==> src/rtl/sram_ctrl_pkg.sv <==
// Shared types and constants for the single-port SRAM read-modify-write controller.
package sram_ctrl_pkg;

    localparam int DATA_WIDTH_DEF = 32;
    localparam int ADDR_WIDTH_DEF = 7;
    localparam int NB             = DATA_WIDTH_DEF / 8;
    localparam logic [NB-1:0] BE_FULL = {NB{1'b1}};

    typedef enum logic [1:0] {
        IDLE   = 2'd0,
        RD     = 2'd1,
        RMW_RD = 2'd2,
        RMW_WR = 2'd3
    } state_e;

endpackage

==> src/rtl/sram_byte_merge.sv <==
// Per-byte-lane merge of store data over the word read back from the macro.
module sram_byte_merge #(
    parameter int DATA_WIDTH = 32,
    parameter int NB         = DATA_WIDTH / 8
) (
    input  logic [DATA_WIDTH-1:0] old_i,
    input  logic [DATA_WIDTH-1:0] new_i,
    input  logic [NB-1:0]         be_i,
    output logic [DATA_WIDTH-1:0] merged_o
);

    for (genvar i = 0; i < NB; i++) begin : g_lane
        assign merged_o[8*i +: 8] = be_i[i] ? new_i[8*i +: 8] : old_i[8*i +: 8];
    end

endmodule

==> src/rtl/sram_rmw_ctrl.sv <==
// Request-side controller for a single-port SRAM macro without a write mask;
// partial stores run as read, merge, write-back.
//   state  | meaning
//   IDLE   | ready; loads/full stores/empty stores issued straight from req_*
//   RD     | load read in flight; capture dout into rsp_rdata_o
//   RMW_RD | partial store read in flight; merge store bytes over dout
//   RMW_WR | write merged word back; respond
module sram_rmw_ctrl
    import sram_ctrl_pkg::*;
#(
    parameter int DATA_WIDTH = DATA_WIDTH_DEF,
    parameter int ADDR_WIDTH = ADDR_WIDTH_DEF,
    parameter int NB_L       = DATA_WIDTH / 8
) (
    input  logic                  clock,
    input  logic                  reset_n,
    input  logic                  req_valid_i,
    output logic                  req_ready_o,
    input  logic                  req_we_i,
    input  logic [ADDR_WIDTH-1:0] req_addr_i,
    input  logic [DATA_WIDTH-1:0] req_wdata_i,
    input  logic [NB_L-1:0]       req_be_i,
    output logic                  rsp_valid_o,
    output logic [DATA_WIDTH-1:0] rsp_rdata_o,
    output logic                  sram_csb_o,
    output logic                  sram_web_o,
    output logic [ADDR_WIDTH-1:0] sram_addr_o,
    output logic [DATA_WIDTH-1:0] sram_din_o,
    input  logic [DATA_WIDTH-1:0] sram_dout_i
);

    state_e                state_q;
    logic                  rsp_valid_q;
    logic [DATA_WIDTH-1:0] rsp_rdata_q;
    logic [ADDR_WIDTH-1:0] addr_q;
    logic [DATA_WIDTH-1:0] wdata_q;
    logic [NB_L-1:0]       be_q;
    logic [DATA_WIDTH-1:0] merged_q;
    logic [DATA_WIDTH-1:0] merged;

    logic accept;
    logic be_full;
    logic be_none;
    logic csb_c;
    logic web_c;
    logic [ADDR_WIDTH-1:0] addr_c;
    logic [DATA_WIDTH-1:0] din_c;

    assign be_full     = &req_be_i;
    assign be_none     = ~|req_be_i;
    assign req_ready_o = reset_n && (state_q == IDLE);
    assign accept      = req_valid_i && req_ready_o;

    sram_byte_merge #(
        .DATA_WIDTH (DATA_WIDTH),
        .NB         (NB_L)
    ) u_merge (
        .old_i    (sram_dout_i),
        .new_i    (wdata_q),
        .be_i     (be_q),
        .merged_o (merged)
    );

    // Pins are driven from req_* in IDLE so the macro samples on the accepting edge.
    always_comb begin
        csb_c  = 1'b1;
        web_c  = 1'b1;
        addr_c = addr_q;
        din_c  = merged_q;
        case (state_q)
            IDLE: begin
                addr_c = req_addr_i;
                din_c  = req_wdata_i;
                if (accept) begin
                    if (!req_we_i) begin
                        csb_c = 1'b0;
                    end else if (be_full) begin
                        csb_c = 1'b0;
                        web_c = 1'b0;
                    end else if (!be_none) begin
                        csb_c = 1'b0;
                    end
                end
            end
            RMW_WR: begin
                csb_c = 1'b0;
                web_c = 1'b0;
            end
            default: begin
                csb_c = 1'b1;
            end
        endcase
    end

    assign sram_csb_o  = csb_c | ~reset_n;
    assign sram_web_o  = web_c;
    assign sram_addr_o = addr_c;
    assign sram_din_o  = din_c;

    always_ff @(posedge clock or negedge reset_n) begin
        if (!reset_n) begin
            state_q     <= IDLE;
            rsp_valid_q <= 1'b0;
            rsp_rdata_q <= '0;
            addr_q      <= '0;
            wdata_q     <= '0;
            be_q        <= '0;
            merged_q    <= '0;
        end else begin
            rsp_valid_q <= 1'b0;
            case (state_q)
                IDLE: begin
                    if (accept) begin
                        if (!req_we_i) begin
                            state_q <= RD;
                        end else if (be_full || be_none) begin
                            rsp_valid_q <= 1'b1;
                        end else begin
                            addr_q  <= req_addr_i;
                            wdata_q <= req_wdata_i;
                            be_q    <= req_be_i;
                            state_q <= RMW_RD;
                        end
                    end
                end
                RD: begin
                    rsp_rdata_q <= sram_dout_i;
                    rsp_valid_q <= 1'b1;
                    state_q     <= IDLE;
                end
                RMW_RD: begin
                    merged_q <= merged;
                    state_q  <= RMW_WR;
                end
                RMW_WR: begin
                    rsp_valid_q <= 1'b1;
                    state_q     <= IDLE;
                end
                default: begin
                    state_q <= IDLE;
                end
            endcase
        end
    end

    assign rsp_valid_o = rsp_valid_q;
    assign rsp_rdata_o = rsp_rdata_q;

endmodule

==> config.mk <==
export PLATFORM = sky130hd
export DESIGN_NAME = sram_rmw_ctrl
export DESIGN_NICKNAME = d
export VERILOG_FILES = /design/src/rtl/sram_ctrl_pkg.sv /design/src/rtl/sram_byte_merge.sv /design/src/rtl/sram_rmw_ctrl.sv
export SDC_FILE = /design/constraint.sdc
export NUM_CORES = 1
export LEC_CHECK = 0
export BUFFER_PORTS_ARGS = -buffer_cell sky130_fd_sc_hd__buf_2
export CAP_MARGIN = 20
export CORE_ASPECT_RATIO = 0.7
export CORE_MARGIN = 4
export CORE_UTILIZATION = 55
export CTS_CLUSTER_DIAMETER = 100
export DETAILED_ROUTE_END_ITERATION = 8
export PLACE_DENSITY = 0.84
export RECOVER_POWER = 25
export SLEW_MARGIN = 5
export SYNTH_ARGS = -nofsm -noshare
export SYNTH_HDL_FRONTEND = slang
export SYNTH_SLANG_ARGS = --single-unit
==> constraint.sdc <==
create_clock -name clock -period 4.8 [get_ports clock]
set_clock_uncertainty 0.2 [all_clocks]
set_input_delay 0.72 -clock clock [delete_from_list [all_inputs] [get_ports clock]]
set_output_delay 0.72 -clock clock [all_outputs]
set_load 0.02 [all_outputs]
==> summary.txt, run 1 <==
Timing
  – Unrepaired setup endpoints after global routing: false
  – Fin. Hold Viols: 0
  – TNS Setup: 0 ns
  – Final Setup Violations: 0
  – Slew @ Worst Pin: 0.876 ns
  – Tcrit/Tclk final: 63.3%
  – Final min period: 3.04 ns
  – Max_slew headroom: 41.6%
  – F_max: 0.329 GHz
  – Max Slew Vio Count: 0

Detailed routing
  – Drt wl/cell: 17.8 um
  – Antenna viol nets, final: 0
  – Via density: 5.34
  – Vias: 3394
  – DRT iter0 DRCs: 238
  – DRC viols: 0
  – Drt first pass iters: 4
  – Total wire length: 11300 um

Layout
  – Nets: 591
  – Layout Cells excl Fill: 636
  – Ant diodes: 0
  – Synth-to-layout area growth: 23.6%
  – Commonest non-fill, non-tap cell in the layout: buf_2
  – Most frequent cells in the layout: 152 x buf_2, 110 x dfrtp_1, 83 x mux2_2
  – Layout cells sized above 1: 56.6%

Die
  – Core area: 8690 um^2
  – IO Pins: 154
  – Die width: 122 um
  – Die height: 88.1 um
  – Starting Density: 58.0%
  – Rows: 28
  – Die area: 10800 um^2

Clocking
  – Worst-skew pair later-pin latency: 0.34 ns
  – Worst-path clk slew: 0.07 ns
  – Cts hold-fix bufs: 0
  – Post-CTS Resized: 0
  – TritonCTS buffer count: 9
  – H-tree Lvls: 3
  – CTS sink count: 110
  – Root Driver: clkbuf_16
  – Postcts setup bufs: 0
  – CTS tree: done
  – Max Root-Sink Buffers: 2

Synth
  – Synth warn: 0
  – Syn nets: 445
  – Sequential element share of the synthesized area: 54.6%
  – Cells after synthesis: 366
  – Syn Area/Cell: 13.8 um^2
  – #FFs+latches synth: 110
  – Yosys cell types: 26
  – Cell area after synthesis: 5040 um^2

Setup path
  – Setup crit end kind: primary output
  – Type of origin of the critical path: flip-flop
  – Critical path arrival: 2.12 ns
  – CP max stage cell: dfrtp_1
  – Crit-path cells: nor2_4 -> buf_12 -> mux2_2 -> buf_2
  – Crit Path Category: reg2out
  – Crit Path Max Fanout: 26
  – Max stage delay on crit path: 0.48 ns
  – WP data required: 3.88 ns
  – Reg-to-reg setup timing slack: 2.15 ns
  – Worst Reg-to-Reg Cells: 5
  – Worst R2R Start: state_q[1]$_DFFE_PN0P_
  – Worst reg2reg endpoint: wdata_q[30]$_DFFE_PN0P_

GRT
  – Global routing usage on met2: 36.9%
  – GRT Total Usage: 22.0%
  – Initial antenna violation count: 0
  – Vias in the first global route: 3713
  – Most Crowded Layer GR: met2
  – First-pass GRT wire length: 18300 um
  – Routing usage on met3: 6.91%
  – Grt ovf: 0
  – Largest net degree at the start of global routing: 65
  – Grt met1 use: 27.6%

Power and ir drop
  – Static Leak: 3.04 nW
  – Pwr dens: 750 nW/um^2
  – Worst-case vdd ir drop: 0.433 mV

Placement
  – Placed cells: 620
  – Port buffer count: 153
  – RD Place Congestion: 0.773
  – Post-DP HPWL: 8070 um

Min path
  – HP Class: in2async

Outcome
  – Outcome: finished clean

Run
  – MaxCap Viol Count: 0
## registers in the layout, indices dropped and copies added, names as in the netlist
signal,flops
addr_q,7
be_q,4
merged_q,32
rsp_rdata_o,32
rsp_valid_o,1
state_q,2
wdata_q,32
## metal layers
metal  routed length [um]  up-vias
met5                    0        -
met4                   96        0
met3                  816       10
met2                 5440      115
met1                 4950     1690
li1                     -     1579
## cell type report
| cell class | count | area [um^2] |
|---|---|---|
| fillers | 653 | 2460 |
| flip-flops and latches | 110 | 2750 |
| repair buffers | 159 | 838 |
| well taps | 120 | 150 |
| inverters | 3 | 11.3 |
| multi-input cells | 229 | 2150 |
| clock buffers | 11 | 253 |
| clock inverters | 4 | 70.1 |
## kinds of logic (layout without fill, tap and decap cells)
group | count (synthesis) | after routing | share of synthesized area (%)
muxes | 146 | 146 | 34.1
AOI/OAI and AO/OA | 38 | 38 | 3.97
and+or+nand+nor | 45 | 45 | 4.67
buffers and inverters | 27 | 177 | 2.71
DFF | 110 | 110 | 54.6
## power breakdown
group          leakage (nW)  switching [mW]  total (mW)  internal, mW
clock                 0.161           0.320       0.801         0.481
combinational          1.55            1.10        2.16          1.06
sequential             1.33           0.321        1.71          1.39
total                  3.04            1.74        4.67          2.93
## critical path: cells and delay by family (launching register included)
| kind | cells | cell delay, ns |
|---|---|---|
| flip-flops | 1 | 0.48 |
| AND/OR/NAND/NOR | 1 | 0.47 |
| buffers and inverters | 2 | 0.43 |
| multiplexers | 1 | 0.38 |
## cells in the mapped netlist, drive strengths merged
library cell	number	area [um^2]
o21a	1	7.51
nand2	32	120
inv	3	11.3
nor2	3	18.8
mux2	114	1400
dfrtp	110	2750
buf	10	72.6
nor4b	1	23.8
nor3	2	10.0
nand3	1	5.00
and4	1	11.3
mux2i	32	320
and2	2	12.5
clkbuf	14	52.6
nand2b	2	12.5
nor4	1	21.3
a2111oi	1	8.76
a21oi	1	5.00
o31ai	1	7.51
o21ai	33	165
a31oi	1	6.26
## how the worst max path moves through the flow
stage / end / slack [ns] / startpoint
finish: sram_din_o[18] / 1.76 / state_q[1]$_DFFE_PN0P_
floorplan: sram_csb_o / 2.15 / req_be_i[1]
CTS: sram_din_o[18] / 1.74 / state_q[1]$_DFFE_PN0P_
global placement: be_q[2]$_DFFE_PN0P_ / 1.79 / state_q[1]$_DFFE_PN0P_
detailed placement: req_ready_o / 1.80 / reset_n
global route: sram_din_o[18] / 1.67 / state_q[1]$_DFFE_PN0P_
## stage by stage
stage	hold WS (ns)	total power, mW	utilization (%)	setup slack (ns)	area [um^2]
after global placement	0.256	3.77	67.6	1.79	5870
after CTS	0.136	4.71	71.5	1.74	6210
final	0.134	4.67	71.7	1.76	6230
after global routing	0.154	4.97	71.7	1.67	6230
after detailed placement	0.267	3.88	67.8	1.80	5890
after floorplan	0.224	3.24	-	2.15	5040
Note: power is estimated with default switching activity, not from simulation.
==> inputs of run 2 (changes only) <==
Settings changed: CORE_UTILIZATION 55 to 46, PLACE_DENSITY 0.84 to 0.75.
Clock period 4.8 ns to 2.7 ns, I/O delays scaled along.
==> summary.txt, run 2 (synthesis gave the netlist of run 1 again) <==
Outcome
  – Outcome: complete, but fails checks
  – Failing checks: max-capacitance violations, max-slew violations

Die
  – Core area: 10500 um^2
  – Die height: 95.6 um
  – Rows: 31
  – Starting Density: 48.0%
  – IO Pins: 154
  – Die width: 133 um
  – Die area: 12700 um^2

Setup path
  – Worst path depth: 4
  – Crit Path Category: reg2out
  – Type of origin of the critical path: flip-flop
  – Crit-path cells: nor2_4 -> buf_4 -> mux2_2 -> buf_2
  – Crit Path Max Fanout: 30
  – CP max stage cell: dfrtp_1
  – Worst Reg-to-Reg Cells: 5
  – Worst reg2reg endpoint: wdata_q[5]$_DFFE_PN0P_
  – Worst R2R Start: state_q[1]$_DFFE_PN0P_
  – WP data required: 2.10 ns
  – Critical path arrival: 1.92 ns
  – CP startpoint: state_q[1]$_DFFE_PN0P_
  – CP top delay family: buffers and inverters
  – Max stage delay on crit path: 0.49 ns
  – Setup crit end kind: primary output
  – Reg-to-reg setup timing slack: 0.52 ns
  – Critical Path Sink: sram_din_o[26]
  – Crit path buf inv count: 2

Layout
  – Synth-to-layout area growth: 24.2%
  – Most frequent cells in the layout: 152 x buf_2, 110 x dfrtp_1, 83 x mux2_2
  – Layout cells sized above 1: 56.5%
  – Final Util: 59.6%
  – Commonest non-fill, non-tap cell in the layout: buf_2
  – Layout Cells excl Fill: 668
  – Ant diodes: 0
  – Nets: 594

Detailed routing
  – Total wire length: 11800 um
  – Drt first pass iters: 4
  – Antenna viol nets, final: 0
  – Vias: 3410
  – DRT iter0 DRCs: 135
  – DRC viols: 0
  – Via density: 5.10
  – Drt wl/cell: 17.6 um

Placement
  – Pre-CTS setup slack: 0.511 ns
  – Post-DP HPWL: 8430 um
  – Placed cells: 652
  – Port buffer count: 153
  – RD Place Congestion: 0.784

Clocking
  – Post-CTS Resized: 0
  – Root Driver: clkbuf_16
  – Postcts setup bufs: 0
  – TritonCTS buffer count: 9
  – Worst-skew pair later-pin latency: 0.34 ns
  – Worst-path clk slew: 0.07 ns
  – CTS sink count: 110
  – CTS tree: done
  – H-tree Lvls: 3
  – Max Root-Sink Buffers: 2
  – Cts hold-fix bufs: 0

Timing
  – Final min period: 2.53 ns
  – Tcrit/Tclk final: 93.5%
  – TNS Setup: 0 ns
  – Max_slew headroom: -0.863%
  – Setup ws final: 0.174 ns
  – Slew @ Worst Pin: 1.51 ns
  – Fin. Hold Viols: 0
  – F_max: 0.396 GHz
  – Unrepaired setup endpoints after global routing: false
  – Final Setup Violations: 0
  – Max Slew Vio Count: 61

Min path
  – HP Class: in2reg

GRT
  – Grt ovf: 0
  – Initial antenna violation count: 0
  – First-pass GRT wire length: 18700 um
  – Largest net degree at the start of global routing: 61
  – GRT Total Usage: 18.5%
  – Vias in the first global route: 3711

Run
  – MaxCap Viol Count: 1

Power and ir drop
  – Pwr dens: 1320 nW/um^2
  – Worst-case vdd ir drop: 0.540 mV
  – Static Leak: 3.03 nW
-- run 2: per-stage QoR --
stage	power [mW]	hold WS [ns]	instance area, um^2
3_5_place_dp	6.98	0.269	5970
6_report	8.27	0.0951	6260
5_1_grt	8.75	0.0872	6260
2_1_floorplan	5.76	-0.0906	5040
4_1_cts	8.37	0.0603	6270
3_3_place_gp	6.81	0.260	5970
-- run 2: report_power, final --
group          leakage, nW  internal (mW)  switching [mW]
sequential            1.33           2.48           0.586
clock                0.146          0.770           0.580
combinational         1.56           1.88            1.97
-- run 2: cell type report --
class | instances | area (um^2)
inverters | 3 | 11.3
repair buffers | 162 | 852
flip-flops and latches | 110 | 2750
well taps | 148 | 185
clock inverters | 3 | 42.5
clock buffers | 13 | 260
multi-input cells | 229 | 2160
fillers | 844 | 4250
-- run 2: how the worst min path moves through the flow --
| stage | cells past startpoint | end | startpoint | slack (ns) |
|---|---|---|---|---|
| 2_1_floorplan | 0 | addr_q[0]$_DFFE_PN0P_ | reset_n | -0.09 |
| 3_3_place_gp | 2 | merged_q[17]$_DFFE_PN0P_ | merged_q[17]$_DFFE_PN0P_ | 0.26 |
| 3_5_place_dp | 2 | merged_q[17]$_DFFE_PN0P_ | merged_q[17]$_DFFE_PN0P_ | 0.27 |
| 4_1_cts | 2 | merged_q[20]$_DFFE_PN0P_ | reset_n | 0.06 |
| 5_1_grt | 2 | addr_q[5]$_DFFE_PN0P_ | req_addr_i[5] | 0.09 |
| 6_report | 2 | rsp_rdata_o[9]$_DFFE_PN0P_ | sram_dout_i[9] | 0.1 |
-- run 2: per-layer routing --
layer / track usage [%] / share of wire [%] / vias to the layer above
li1: - / - / 1590
met5: 0 / 0 / -
met4: 4.37 / 1.1 / 0
met3: 4.80 / 6.2 / 13
met2: 30.9 / 47 / 117
met1: 24.6 / 46 / 1690
==> inputs of run 3 (changes only) <==
Settings changed: GPL_ROUTABILITY_DRIVEN set to 0, PLACE_DENSITY 0.75 to not set, PLACE_DENSITY_LB_ADDON set to 0.05, RECOVER_POWER 25 to 100.
==> summary.txt, run 3 (synthesis gave the netlist of run 1 again) <==
Outcome
  – Outcome: finished clean

Timing
  – Max Slew Vio Count: 0
  – Tcrit/Tclk final: 94.7%
  – Final min period: 2.56 ns
  – Fin. Hold Viols: 0
  – TNS Setup: 0 ns
  – Unrepaired setup endpoints after global routing: false
  – Final hold slack: 0.0865 ns
  – Slew @ Worst Pin: 1.40 ns
  – F_max: 0.391 GHz
  – Max_slew headroom: 6.72%
  – Final Setup Violations: 0

Layout
  – Synth-to-layout area growth: 20.8%
  – Commonest non-fill, non-tap cell in the layout: dfrtp_1
  – Most frequent cells in the layout: 110 x dfrtp_1, 83 x mux2_2, 78 x buf_2
  – Final Util: 57.9%
  – Ant diodes: 0
  – Nets: 595
  – Layout cells sized above 1: 42.7%
  – Design Area, Final: 6090 um^2
  – # fillers: 921

Detailed routing
  – Top Layer Used: met5
  – DRC viols: 0
  – Total wire length: 11200 um
  – DRT iter0 DRCs: 163
  – Drt wl/cell: 16.8 um
  – Met2 WL: 4830 um
  – Drt first pass iters: 4
  – Antenna viol nets, final: 0
  – Met1 WL: 5390 um
  – Vias: 3318
  – Met3 WL post-DR: 787 um
  – Via density: 4.97

GRT
  – Initial antenna violation count: 1
  – Vias in the first global route: 3504
  – Grt ovf: 0
  – Largest net degree at the start of global routing: 58
  – GRT Total Usage: 18.3%
  – First-pass GRT wire length: 18200 um

Setup path
  – Critical Path Sink: sram_din_o[20]
  – CP startpoint: state_q[1]$_DFFE_PN0P_
  – Critical path arrival: 1.95 ns
  – Crit Path Max Fanout: 18
  – Type of origin of the critical path: flip-flop
  – Worst reg2reg endpoint: addr_q[4]$_DFFE_PN0P_
  – WP data required: 2.10 ns
  – Crit Path Category: reg2out
  – Worst R2R Start: state_q[1]$_DFFE_PN0P_
  – Worst Reg-to-Reg Cells: 4
  – Reg-to-reg setup timing slack: 0.20 ns
  – Setup crit end kind: primary output

Clocking
  – Postcts setup bufs: 0
  – Worst-skew pair later-pin latency: 0.34 ns
  – CTS tree: done
  – TritonCTS buffer count: 9
  – CTS sink count: 110
  – Post-CTS Resized: 0
  – Worst-path clk slew: 0.07 ns
  – Root Driver: clkbuf_16
  – Max Root-Sink Buffers: 2
  – H-tree Lvls: 3
  – Cts hold-fix bufs: 0

Die
  – Starting Density: 48.0%
  – Core area: 10500 um^2
  – IO Pins: 154
  – Die area: 12700 um^2
  – Die height: 95.6 um
  – Die width: 133 um
  – Rows: 31

Min path
  – HP Class: in2reg
  – Hold Startpoint: req_wdata_i[26]

Run
  – MaxCap Viol Count: 0

Power and ir drop
  – Static Leak: 2.84 nW
  – Worst-case vdd ir drop: 0.584 mV
  – Pwr dens: 1300 nW/um^2

Placement
  – Placed instance area: 5990 um^2
  – Post-DP HPWL: 8160 um
  – Port buffer count: 153
[run 3: critical path, stage by stage (launching register included)]
cell      delay, ns
dfrtp_1        0.48
nor2_4         0.39
buf_12         0.22
mux2_2         0.36
clkbuf_2       0.16
[run 3: worst min path at each step]
stage,slack (ns),to,depth (start not counted)
CTS,0.05,wdata_q[29]$_DFFE_PN0P_,2
global placement,0.26,merged_q[28]$_DFFE_PN0P_,2
finish,0.09,wdata_q[26]$_DFFE_PN0P_,2
global route,0.09,wdata_q[26]$_DFFE_PN0P_,2
detailed placement,0.27,merged_q[25]$_DFFE_PN0P_,2
floorplan,-0.09,addr_q[0]$_DFFE_PN0P_,0
[run 3: through the flow]
| stage | instances | power (mW) | setup WS (ns) |
|---|---|---|---|
| finish | 668 | 7.93 | 0.142 |
| global route | 668 | 8.50 | 0.0225 |
| CTS | 668 | 8.33 | 0.101 |
| detailed placement | 653 | 6.99 | 0.437 |
| global placement | 653 | 6.88 | 0.520 |
| floorplan | 366 | 5.76 | 0.682 |
[run 3: area by class of cell]
cell class                      instances  area [um^2]  share of cell area, %
Sequential cell                       110         2750                   45.2
Multi-Input combinational cell        229         2040                   33.5
Timing Repair Buffer                  163          808                   13.3
Clock buffer                           11          243                   3.99
Tap cell                              148          185                   3.04
Clock inverter                          4         47.5                  0.781
Inverter                                3         11.3                  0.185
[run 3: metal layers]
| metal | up-vias | GRT usage, % |
|---|---|---|
| met2 | 103 | 27.7 |
| met1 | 1599 | 25.1 |
| li1 | 1597 | - |
| met5 | - | 0 |
| met3 | 17 | 6.22 |
| met4 | 2 | 5.48 |
[run 3: report_power, final]
| group | switching, mW | leakage, nW | internal, mW |
|---|---|---|---|
| clock network | 0.567 | 0.141 | 0.737 |
| logic | 1.95 | 1.37 | 1.64 |
| registers | 0.559 | 1.33 | 2.48 |
